`src/rtl/circuit_sa1_fault_sim_pkg.sv`:
```
// rtl/circuit_sa1_fault_sim_pkg.sv - fault-site enumeration and helpers for the sa1 fault simulator
package circuit_sa1_fault_sim_pkg;

   localparam int NUM_SITES = 7;

   typedef enum logic [2:0] {
      SITE_A    = 3'd0,
      SITE_B    = 3'd1,
      SITE_C    = 3'd2,
      SITE_N1   = 3'd3,
      SITE_N2   = 3'd4,
      SITE_N3   = 3'd5,
      SITE_F    = 3'd6,
      SITE_NONE = 3'd7
   } site_e;

   // One-hot force mask for a site select; SITE_NONE yields an all-zero mask.
   function automatic logic [NUM_SITES-1:0] site_mask(input logic [2:0] sel);
      logic [NUM_SITES-1:0] m;
      for (int k = 0; k < NUM_SITES; k++) begin
         m[k] = (sel == 3'(k));
      end
      return m;
   endfunction

endpackage

```
`src/rtl/circuit_sa1_fault_sim_if.sv`:
```
// rtl/circuit_sa1_fault_sim_if.sv - stimulus and result bundle of the sa1 fault simulator
interface circuit_sa1_fault_sim_if;
   import circuit_sa1_fault_sim_pkg::*;

   logic                 A;
   logic                 B;
   logic                 C;
   logic [2:0]           fault_sel;
   logic                 cov_clr;
   logic                 F0;
   logic                 F1;
   logic                 detect;
   logic [NUM_SITES-1:0] coverage;

   modport master (
      output A, B, C, fault_sel, cov_clr,
      input  F0, F1, detect, coverage
   );

   modport slave (
      input  A, B, C, fault_sel, cov_clr,
      output F0, F1, detect, coverage
   );

endinterface

```
`src/rtl/circuit_sa1_fault_sim_netlist_eval.sv`:
```
// rtl/circuit_sa1_fault_sim_netlist_eval.sv - reference netlist with per-net force-to-one mask
module circuit_netlist_eval
   import circuit_sa1_fault_sim_pkg::*;
(
   input  logic                 A,
   input  logic                 B,
   input  logic                 C,
   input  logic [NUM_SITES-1:0] force_one,
   output logic                 F
);

   logic a, b, c, n1, n2, n3;

   // Forcing happens at each net's driver so every fanout branch sees the 1.
   assign a  = A | force_one[SITE_A];
   assign b  = B | force_one[SITE_B];
   assign c  = C | force_one[SITE_C];
   assign n1 = (a & b)   | force_one[SITE_N1];
   assign n2 = (~b)      | force_one[SITE_N2];
   assign n3 = (n2 & c)  | force_one[SITE_N3];
   assign F  = (n1 | n3) | force_one[SITE_F];

endmodule

```
`src/rtl/circuit_sa1_fault_sim.sv`:
```
// rtl/circuit_sa1_fault_sim.sv - good/faulty netlist pair with registered detect and sticky coverage
module circuit_sa1_fault_sim
   import circuit_sa1_fault_sim_pkg::*;
(
   input  logic                     clk,
   input  logic                     rst,
   circuit_sa1_fault_sim_if.slave   io
);

   logic [NUM_SITES-1:0] force_mask;
   logic                 good_f;
   logic                 bad_f;
   logic                 det_c;

   assign force_mask = site_mask(io.fault_sel);
   assign det_c      = good_f ^ bad_f;

   circuit_netlist_eval u_good (
      .A         (io.A),
      .B         (io.B),
      .C         (io.C),
      .force_one ('0),
      .F         (good_f)
   );

   circuit_netlist_eval u_bad (
      .A         (io.A),
      .B         (io.B),
      .C         (io.C),
      .force_one (force_mask),
      .F         (bad_f)
   );

   always_ff @(posedge clk or posedge rst) begin
      if (rst) begin
         io.F0       <= 1'b0;
         io.F1       <= 1'b0;
         io.detect   <= 1'b0;
         io.coverage <= '0;
      end else begin
         io.F0     <= good_f;
         io.F1     <= bad_f;
         io.detect <= det_c;
         // Clear beats a same-edge detection; force_mask is zero for SITE_NONE.
         if (io.cov_clr) begin
            io.coverage <= '0;
         end else if (det_c) begin
            io.coverage <= io.coverage | force_mask;
         end
      end
   end

endmodule

```
`src/flat_wrapper.sv`:
```
// flat-port wrapper written by rule: the top's interface ports become plain ports
module circuit_sa1_fault_sim_flat import circuit_sa1_fault_sim_pkg::*;
  (clk, rst, io_A, io_B, io_C, io_fault_sel, io_cov_clr, io_F0, io_F1, io_detect, io_coverage);
  circuit_sa1_fault_sim_if io_i ();
  input  logic clk;
  input  logic rst;
  input wire logic [$bits(io_i.A)-1:0] io_A;
  input wire logic [$bits(io_i.B)-1:0] io_B;
  input wire logic [$bits(io_i.C)-1:0] io_C;
  input wire logic [$bits(io_i.fault_sel)-1:0] io_fault_sel;
  input wire logic [$bits(io_i.cov_clr)-1:0] io_cov_clr;
  output wire logic [$bits(io_i.F0)-1:0] io_F0;
  output wire logic [$bits(io_i.F1)-1:0] io_F1;
  output wire logic [$bits(io_i.detect)-1:0] io_detect;
  output wire logic [$bits(io_i.coverage)-1:0] io_coverage;
  assign io_i.A = io_A;
  assign io_i.B = io_B;
  assign io_i.C = io_C;
  assign io_i.fault_sel = io_fault_sel;
  assign io_i.cov_clr = io_cov_clr;
  assign io_F0 = io_i.F0;
  assign io_F1 = io_i.F1;
  assign io_detect = io_i.detect;
  assign io_coverage = io_i.coverage;
  circuit_sa1_fault_sim u_core (.clk(clk), .rst(rst), .io(io_i));
endmodule
```
`config.mk`:
```
export PLATFORM = sky130hd
export DESIGN_NAME = circuit_sa1_fault_sim_flat
export DESIGN_NICKNAME = d
export VERILOG_FILES = /design/src/rtl/circuit_sa1_fault_sim_pkg.sv /design/src/rtl/circuit_sa1_fault_sim_if.sv /design/src/rtl/circuit_sa1_fault_sim_netlist_eval.sv /design/src/rtl/circuit_sa1_fault_sim.sv /design/src/flat_wrapper.sv
export SDC_FILE = /design/constraint.sdc
export NUM_CORES = 1
export LEC_CHECK = 0
export BUFFER_PORTS_ARGS = -buffer_cell sky130_fd_sc_hd__buf_2
export CORE_AREA = 3 3 40 42
export DETAILED_ROUTE_END_ITERATION = 12
export DIE_AREA = 0 0 43 45
export PLACE_DENSITY = 0.69
export SLEW_MARGIN = 15
export SYNTH_ARGS = -nofsm -noshare
export SYNTH_HDL_FRONTEND = slang
export SYNTH_SLANG_ARGS = --single-unit
export TNS_END_PERCENT = 30
```
`constraint.sdc`:
```
create_clock -name clk -period 0.8 [get_ports clk]
set_input_delay 0.16 -clock clk [delete_from_list [all_inputs] [get_ports clk]]
set_output_delay 0.16 -clock clk [all_outputs]
set_load 0.01 [all_outputs]
```
==> reports/results.tsv <==
metric	value	unit
run status	finished with violations	
failing checks	setup timing	
post-synth net total	67	
min Tclk post-route	956.7	ps
RePlAce Congestion	0.8533	
Worst path max stage delay	390	ps
final setup vio count	13	
initial antenna violation count	0	
synthesized area per cell	8.953	µm²
Vias/cell	4.944	
Die W	43	µm
Clock Tree Root	clkbuf_4	
Nets	103	
CTS tree	done	
ANT nets after route	0	
share of async-settable or async-resettable flops after synthesis	1.000	
Total GRT Usage	0.1568	
dpl hpwl	953.3	µm
clk_skew	0	ps
row count	13	
CP Max Fanout	2	
initial drt markers	13	
per-cell routed wire length	12.11	µm
Mapped Cells	58	
die area	1935	µm²
Die Height	45	µm
synth top area cells	dfrtp_1, nor2_1, a31oi_1	
TritonCTS Buffers	3	
Netlist cell types	20	
FF-to-FF setup slack	-30	ps
multi-input combinational cell area	286.5	µm²
Max Clock Freq	1.045	GHz
Initial Util	0.4041	
Worst path slowest cell	dfrtp_1	
FF/Latch Area	250.2	µm²
Bufs and invs on worst path	1	
H-tree lvl count	1	
DRC	0	
max cap viols	0	
Yosys top cell by area	dfrtp_1	
first-pass GRT wire length	2201	µm
critical path class	reg2out	
endpoints failing hold	0	
Syn. warnings	0	
setup repair after global routing missed its margin	yes	
CP delay by family, top	flip-flops	
final worst-path cycle share	1.196	
pre-CTS setup slack	-354.4	ps
worst-skew pair later-pin latency	260	ps
Post-synth EDFFs	0	
clk slew on worst S/H paths	60	ps
gr ovfl total	0	
slack of the critical path	-156.7	ps
register area share after synthesis	0.4819	
number of diodes	0	
Ports	19	
crit start category	flip-flop	
Core ar.	1285	µm²
Synth-to-Final Area Change	60.00	%
sum of negative setup slack	-1316	ps
Finished Layout Cells	107	
Slew Limit Fails	0	
clock sinks	10	
PortBufs	18	
Hold Path Class	in2reg	
Slew @ Worst Pin	372.9	ps
clock buffer depth	2	
CP Cell Sequence	buf_2	
largest net degree at the start of global routing	11	
total number of vias	529	
most frequent cell after synthesis	nor2_1	
max_slew headroom	0.7511	
placed cells	100	
Worst EP required	640	ps
Synth Register Bits	10	
crit path DAT	800	ps
peak supply drop	1.138	mV
cell area after synthesis	519.2	µm²
TritonRoute pass-1 iters	4	
Synth top cells by count	nor2_1, dfrtp_1, a31oi_1	
Main synth FF type	dfrtp_1	
LEAKAGE	0.4381	nW
Util after Layout	0.6465	
crit end category	output pin	
PD cells	1380	nW/µm²
FILL cells	108	
post-synth top area share	0.4819	
layout cell share with drive strength beyond 1	0.5000	
vias in the first global route	540	
drt total wl	1296	µm
Min Hold Slack	143.8	ps
-- per-layer routing --
| layer | wire length (µm) | up-vias | part of all wire | global-route usage |
|---|---|---|---|---|
| met4 | 15 | 0 | 0.012 | 0.06627 |
| li1 | - | 271 | - | - |
| met3 | 86 | 4 | 0.066 | 0.06375 |
| met1 | 491 | 240 | 0.38 | 0.1600 |
| met2 | 703 | 14 | 0.54 | 0.2844 |
| met5 | 0 | - | 0 | 0 |
-- through the flow --
step	area (µm²)	total power, mW
2_1_floorplan	541.8	0.6770
3_3_place_gp	705.7	0.7795
3_5_place_dp	705.7	0.7824
4_1_cts	790.8	1.139
5_1_grt	830.8	1.211
6_report	830.8	1.146
-- state kept, by name (all words and copies together) (netlist names) --
register / flops
u_core.io.coverage: 7
u_core.io.F0: 1
u_core.io.F1: 1
u_core.io.detect: 1
-- worst paths after layout --
check | start | end | depth (start not counted)
hold / removal | io_cov_clr | u_core.io.coverage[1] | 2
hold reg to reg | u_core.io.coverage[0] | u_core.io.coverage[0] | 2
max in group asynchronous | rst | u_core.io.coverage[4] | 3
setup reg to reg | u_core.io.coverage[4] | u_core.io.coverage[4] | 3
setup / recovery | u_core.io.coverage[5] | io_coverage[5] | 1
min in group asynchronous | rst | u_core.io.F0 | 3
-- cells by family after synthesis --
family,synth area share
DFF,0.4819
xor gates and xnor gates,0.01687
AOI/OAI and AO/OA,0.1711
muxes,0.04337
buffers and inverters,0.06744
and+or+nand+nor,0.2193
-- cell usage in the layout (no fill, tap or decap), types with 2 or more instances in the layout --
cell type	netlist	routed
nand2b_4	0	3
a21oi_1	4	4
nor2_1	14	13
buf_2	1	14
inv_1	3	3
o21ai_0	3	3
buf_4	2	16
a31oi_1	6	5
dfrtp_1	10	10
buf_6	0	2
clkbuf_4	0	3
-- power by group --
group          leakage, nW  switching (mW)  internal [mW]
clock               0.0138           0.156          0.173
sequential           0.131         0.00752          0.529
combinational        0.293           0.138          0.143
total                0.438           0.302          0.845
-- layout make-up --
type,count,area share
flip-flops and latches,10,0.3012
inverters,4,0.01807
clock buffers,3,0.02711
repair buffers,34,0.2861
multi-input cells,41,0.3449
well taps,15,0.02259
-- worst register-to-register path: stages, from the launching register on --
cell	delay, ps
dfrtp_1	390
buf_4	140
a31oi_1	130
nor2_1	60
-- repair_timing --
action                                 4_1_cts  5_1_grt
hold buffers                                 1        0
pin swaps                                    1        0
buffers inserted                             2        1
setup endpoints to repair                   15       16
endpoints found under the hold margin       10        0
resized for setup                            8        6
No activity file was read; power rests on OpenSTA's default activity.
